## src/rtl/gnrl_bus_sched_pkg.sv

```systemverilog
// Shared state encoding and elaboration helpers for the burst-aware bus scheduler.
package gnrl_bus_sched_pkg;

  typedef enum logic {
    ST_IDLE = 1'b0,
    ST_GNT  = 1'b1
  } state_e;

  // Ceiling log2 with a floor of 1, so index and counter vectors never collapse to zero width.
  function automatic int clog2(input int value);
    int result;
    int v;
    result = 0;
    v      = value - 1;
    while (v > 0) begin
      result++;
      v = v >> 1;
    end
    return (result < 1) ? 1 : result;
  endfunction

endpackage

```

## src/rtl/gnrl_rr_pick.sv

```systemverilog
// Combinational round-robin picker: the first requester after ptr_i (wrapping) that is not excluded.
module gnrl_rr_pick
  import gnrl_bus_sched_pkg::*;
#(
  parameter int REQ_NUM = 3,
  parameter int ID_W    = clog2(REQ_NUM)
) (
  input  logic [REQ_NUM-1:0] req_i,
  input  logic [ID_W-1:0]    ptr_i,
  input  logic [REQ_NUM-1:0] excl_i,
  output logic [REQ_NUM-1:0] win_o,
  output logic [ID_W-1:0]    id_o,
  output logic               valid_o
);

  logic [REQ_NUM-1:0] cand;
  logic [ID_W-1:0]    idx;

  assign cand    = req_i & ~excl_i;
  assign valid_o = |cand;

  // Walk from the farthest offset to the nearest so the nearest candidate is written last and wins.
  always_comb begin
    win_o = '0;
    id_o  = '0;
    idx   = '0;
    for (int k = REQ_NUM; k >= 1; k--) begin
      idx = ID_W'((int'(ptr_i) + k) % REQ_NUM);
      if (cand[idx]) begin
        win_o      = '0;
        win_o[idx] = 1'b1;
        id_o       = idx;
      end
    end
  end

endmodule

```

## src/rtl/gnrl_bus_sched.sv

```systemverilog
// Burst-aware round-robin scheduler for one shared downstream bus port.
// Define GNRL_BUS_SCHED_TIMEOUT_EN to build the stall watchdog that drives o_timeout.
module gnrl_bus_sched
  import gnrl_bus_sched_pkg::*;
#(
  parameter int  REQ_NUM = 3,
  parameter int  BURST_W = 4,
  parameter int  TIMEOUT = 64,
  localparam int ID_W    = clog2(REQ_NUM)
) (
  input  logic                       clk,
  input  logic                       rst,
  input  logic [REQ_NUM-1:0]         i_req_vec,
  input  logic [REQ_NUM*BURST_W-1:0] i_req_len,
  input  logic                       i_beat_acc,
  output logic [REQ_NUM-1:0]         o_gnt_vec,
  output logic [ID_W-1:0]            o_gnt_id,
  output logic                       o_busy,
  output logic                       o_last_beat,
  output logic                       o_timeout
);

  state_e               state_q, state_d;
  logic [REQ_NUM-1:0]   gnt_vec_q, gnt_vec_d;
  logic [ID_W-1:0]      gnt_id_q, gnt_id_d;
  logic [ID_W-1:0]      last_q, last_d;
  logic [BURST_W-1:0]   len_q, len_d;
  logic [BURST_W-1:0]   beat_cnt_q, beat_cnt_d;

  logic                 busy, last_beat, drop, wdog_fire;
  logic                 gnt_en, rel_en;
  logic [REQ_NUM-1:0]   pick_win;
  logic [ID_W-1:0]      pick_id;
  logic                 pick_valid;
  logic [BURST_W-1:0]   len_sel;

  assign busy      = (state_q == ST_GNT);
  assign last_beat = busy & i_beat_acc & (beat_cnt_q == len_q);
  assign drop      = busy & ~|(i_req_vec & gnt_vec_q);
  assign len_sel   = BURST_W'(i_req_len >> (int'(pick_id) * BURST_W));

  // Excluding the current grantee during re-arbitration keeps a busy requester from starving the rest.
  gnrl_rr_pick #(
    .REQ_NUM (REQ_NUM),
    .ID_W    (ID_W)
  ) u_pick (
    .req_i   (i_req_vec),
    .ptr_i   (last_q),
    .excl_i  (busy ? gnt_vec_q : '0),
    .win_o   (pick_win),
    .id_o    (pick_id),
    .valid_o (pick_valid)
  );

`ifdef GNRL_BUS_SCHED_TIMEOUT_EN
  localparam int STALL_W = clog2(TIMEOUT);
  logic [STALL_W-1:0] stall_q, stall_d;
  logic               timeout_q, timeout_d;
  assign wdog_fire = busy & ~i_beat_acc & (stall_q == STALL_W'(TIMEOUT - 1));
`else
  assign wdog_fire = 1'b0;
`endif

  // NOTE: every signal written here gets a default first, so no path leaves one unassigned and infers a latch.
  always_comb begin
    state_d    = state_q;
    gnt_vec_d  = gnt_vec_q;
    gnt_id_d   = gnt_id_q;
    last_d     = last_q;
    len_d      = len_q;
    beat_cnt_d = beat_cnt_q;
    gnt_en     = 1'b0;
    rel_en     = 1'b0;

    if (state_q == ST_IDLE) begin
      gnt_en = pick_valid;
    end else if (last_beat) begin
      gnt_en = pick_valid;
      rel_en = ~pick_valid;
    end else if (drop || wdog_fire) begin
      rel_en = 1'b1;
    end else if (i_beat_acc) begin
      beat_cnt_d = beat_cnt_q + 1'b1;
    end

    if (gnt_en) begin
      state_d    = ST_GNT;
      gnt_vec_d  = pick_win;
      gnt_id_d   = pick_id;
      last_d     = pick_id;
      len_d      = len_sel;
      beat_cnt_d = '0;
    end else if (rel_en) begin
      state_d    = ST_IDLE;
      gnt_vec_d  = '0;
      gnt_id_d   = '0;
      beat_cnt_d = '0;
    end
  end

  // NOTE: sequential state uses non-blocking assignments so every flop samples pre-edge values.
  always_ff @(posedge clk) begin
    if (rst) begin
      state_q    <= ST_IDLE;
      gnt_vec_q  <= '0;
      gnt_id_q   <= '0;
      last_q     <= ID_W'(REQ_NUM - 1);
      len_q      <= '0;
      beat_cnt_q <= '0;
    end else begin
      state_q    <= state_d;
      gnt_vec_q  <= gnt_vec_d;
      gnt_id_q   <= gnt_id_d;
      last_q     <= last_d;
      len_q      <= len_d;
      beat_cnt_q <= beat_cnt_d;
    end
  end

`ifdef GNRL_BUS_SCHED_TIMEOUT_EN
  always_comb begin
    stall_d   = stall_q;
    timeout_d = wdog_fire & ~last_beat & ~drop;
    if (gnt_en || rel_en) begin
      stall_d = '0;
    end else if (busy) begin
      stall_d = i_beat_acc ? '0 : stall_q + 1'b1;
    end
  end

  always_ff @(posedge clk) begin
    if (rst) begin
      stall_q   <= '0;
      timeout_q <= 1'b0;
    end else begin
      stall_q   <= stall_d;
      timeout_q <= timeout_d;
    end
  end

  assign o_timeout = timeout_q;
`else
  // Watchdog not built; TIMEOUT is still referenced so both builds share one parameter list.
  assign o_timeout = 1'b0 & (TIMEOUT > 0);
`endif

  assign o_gnt_vec   = gnt_vec_q;
  assign o_gnt_id    = gnt_id_q;
  assign o_busy      = busy;
  assign o_last_beat = last_beat;

endmodule

```

## config.mk

```make
export PLATFORM = sky130hd
export DESIGN_NAME = gnrl_bus_sched
export DESIGN_NICKNAME = d
export VERILOG_FILES = /design/src/rtl/gnrl_bus_sched_pkg.sv /design/src/rtl/gnrl_rr_pick.sv /design/src/rtl/gnrl_bus_sched.sv
export SDC_FILE = /design/constraint.sdc
export NUM_CORES = 1
export LEC_CHECK = 0
export ABC_CLOCK_PERIOD_IN_PS = 2400
export CAP_MARGIN = 20
export CELL_PAD_IN_SITES_DETAIL_PLACEMENT = 2
export CELL_PAD_IN_SITES_GLOBAL_PLACEMENT = 2
export CORE_MARGIN = 2
export CORE_UTILIZATION = 26
export CTS_CLUSTER_DIAMETER = 80
export DETAILED_ROUTE_END_ITERATION = 6
export PLACE_DENSITY = 0.78
export SYNTH_ARGS = -nofsm -noshare
export SYNTH_HDL_FRONTEND = slang
export SYNTH_HIERARCHICAL = 1
export SYNTH_SLANG_ARGS = --single-unit
```

## constraint.sdc

```tcl
create_clock -name clk -period 2.4 [get_ports clk]
set_input_delay 0.6 -clock clk [delete_from_list [all_inputs] [get_ports clk]]
set_output_delay 0.6 -clock clk [all_outputs]
set_load 0.1 [all_outputs]
```

==> results.json <==
{
  "reg2reg_slack_ns": 0.11,
  "cts_tree": "yes",
  "hpwl_mm": 3.95,
  "htree_num_levels": 1,
  "ys_seq_area_share_pct": 25.6,
  "wl_per_cell_um": 18.9,
  "ant_nets": 0,
  "arrival_ns": 1.69,
  "clock_latency_ns": 0.25,
  "grt_use_total_pct": 19.4,
  "fin_nets": 232,
  "grt_max_degree": 11,
  "pin_count": 26,
  "num_vias": 1424,
  "syn_inst": 159,
  "status": "completed",
  "ff_latch_area_sq_um": 333,
  "drt_wl_total_mm": 4.95,
  "synthFlopType": "dfxtp_1",
  "drt_iter0_drc": 37,
  "drt_first_pass_iters": 4,
  "gp_congestion": 0.861,
  "p_leak_uw": 0.000780,
  "top_layer": "met4",
  "worstPathMaxFanout": 3,
  "drive_gt1_share_pct": 30.3,
  "whs_ns": 0.484,
  "r2r_cells": 12,
  "cp-start-kind": "input pin",
  "die_area_sq_um": 5380,
  "hp-start": "o_gnt_id[0]",
  "fp-row-count": 25,
  "grt_pass1_vias": 1598,
  "final_hold_viol_count": 0,
  "syn_avg_cell_area_sq_um": 7.87,
  "path_clk_slew_ns": 0.07,
  "syn_nets": 182,
  "n_fill_cell": 541,
  "power.density_nw_per_um2": 1360,
  "crit_path_end_kind": "output port",
  "synth_edf_count": 0,
  "area_growth_pct": 50.5,
  "setup_tns_ns": 0,
  "power_uw": 2570,
  "grt_pass1_wl_mm": 8.01,
  "synth_seq_cells": 16,
  "yosysUniqueCellTypes": 49,
  "setup_viol": 0,
  "worst_ep_required_time_ns": 1.80,
  "syn_area_sq_um": 1250,
  "overflow": 0,
  "cts.sinks": 16,
  "drcViolationCount": 0,
  "wl_met1_mm": 2.13,
  "clockRootBuffer": "clkbuf_8",
  "hold_depth": 2,
  "crit_type": "input pin to output port",
  "fp.dieW_um": 73.4,
  "multiInputGateArea_sq_um": 917,
  "vdd_ir_drop_max_v": 0.000626,
  "fmax_mhz": 436,
  "reg2reg_to": "len_q[2]",
  "antenna_found_initial": 0,
  "route.met2.wl_mm": 2.64,
  "cts-buffers-inserted": 3,
  "cts_buffer_depth": 2,
  "async_reset_ff_share_pct": 0,
  "dpl.cell_count": 257,
  "hp-class": "flip-flop to flip-flop",
  "endpoint": "o_last_beat",
  "fin_crit_sh_pct": 95.5,
  "die_h_um": 73.4,
  "diodes": 0,
  "period_minus_slack_ns": 2.29,
  "met3WireLength_um": 120,
  "crit_path_start": "i_beat_acc",
  "core-area_sq_um": 4690,
  "viasPerCell": 5.44,
  "final_cells": 262,
  "port-buffer-count": 24,
  "maxCapViolations": 0,
  "yosys_warnings": 6,
  "fin_worst_skew_ns": 0.00304,
  "maxSlewViolCount": 0,
  "initial_utilization_pct": 26.7,
  "rr_startpoint": "last_q[0]"
}
cell families after synthesis:
kind of cell | Yosys count | synth area share [%]
fa+ha+maj | 5 | 5.00
buf+inv | 19 | 6.50
compound gates | 49 | 27.3
simple gates | 55 | 24.4
flops | 16 | 25.6
xor+xnor | 4 | 2.80
other cells | 1 | 0.300
mux | 10 | 8.10
cell usage in the layout (no fill, tap or decap), drive strengths merged, types with 2 or more instances in the layout:
cell type      count
a21o               3
a21oi             10
a31oi              3
and2               3
buf               35
clkbuf             4
clkdlybuf4s50     14
dfxtp             16
dlymetal6s2s       2
ha                 5
inv               12
mux2i              9
nand2             19
nand2b             2
nand3              5
nand3b             2
nor2               4
nor2b              3
nor3               3
nor3b              3
o211ai             3
o21a               2
o21ai              9
o2bb2ai            4
o31ai              2
o32ai              5
or3b               2
or4                2
xnor2              4
layer usage:
metal  track usage [%]  up-vias
li1                  -      681
met1              21.4      712
met2              38.0       26
met3              2.06        5
met4              6.06        0
met5                 0        -
power by group:
group          switching [uW]  internal [uW]  total [uW]  leakage, uW
registers                80.8            355         435     0.000133
logic                    1110            783        1890     0.000618
clock network            95.5            146         241    0.0000288
stage by stage:
stage               worst slack, ns  util (%)  instance area [sq um]
floorplan                    0.0110         -                   1260
global placement             -0.365      37.1                   1740
detailed placement           -0.514      37.1                   1740
CTS                         0.00724      39.2                   1840
global route               -0.00555      40.1                   1880
finish                        0.108      40.1                   1880
sequential cells by signal, indices dropped and copies added, names as in the netlist:
signal,flops
beat_cnt_q,4
len_q,4
o_gnt_vec,3
last_q,2
o_gnt_id,2
o_busy,1
critical path: stages:
cell and delay [ns]:
clkdlybuf4s50_1 0.56, nand2_1 0.15, nor2_2 0.18, buf_12 0.20
cell type report:
class	instances	area share [%]
multi-input cells	124	48.7
flip-flops and latches	16	17.7
inverters	12	2.39
well taps	54	3.59
repair buffers	52	24.7
clock buffers	4	2.92
synthesized netlist by cell type (2+ instances only):
cell	n	area, sq um
nand2b_1	2	12.5
buf_4	2	15.0
or4_1	2	15.0
nand3b_1	2	15.0
o21ai_0	8	40.0
ha_1	5	62.6
xnor2_1	4	35.0
nor3_1	3	15.0
o2bb2ai_1	4	35.0
nand3_1	5	25.0
o211ai_1	3	22.5
nor2b_1	3	18.8
nand2_1	19	71.3
mux2i_1	9	90.1
a31oi_1	3	18.8
dfxtp_1	16	320
o32ai_1	5	43.8
o31ai_1	2	15.0
nor2_1	4	15.0
and2_1	3	18.8
inv_1	12	45.0
nor3b_1	3	22.5
clkbuf_1	3	11.3
a21oi_1	10	50.1
a21o_1	3	22.5
how the worst min path moves through the flow:
stage	slack [ns]	endpoint
after floorplan	0.45	len_q[2]
after global placement	0.46	o_gnt_vec[2]
after detailed placement	0.48	o_gnt_id[0]
after CTS	0.49	o_gnt_id[0]
after global routing	0.51	o_gnt_id[0]
final	0.48	o_gnt_id[0]
what timing repair did:
action	in CTS	in global routing
setup buffers	1	0
hold buffers	0	0
gates resized for setup	10	13
pin swaps	1	2
endpoints found under the hold margin	0	0
endpoints found under the setup margin	5	8
Power figures use the tool's default switching activity.
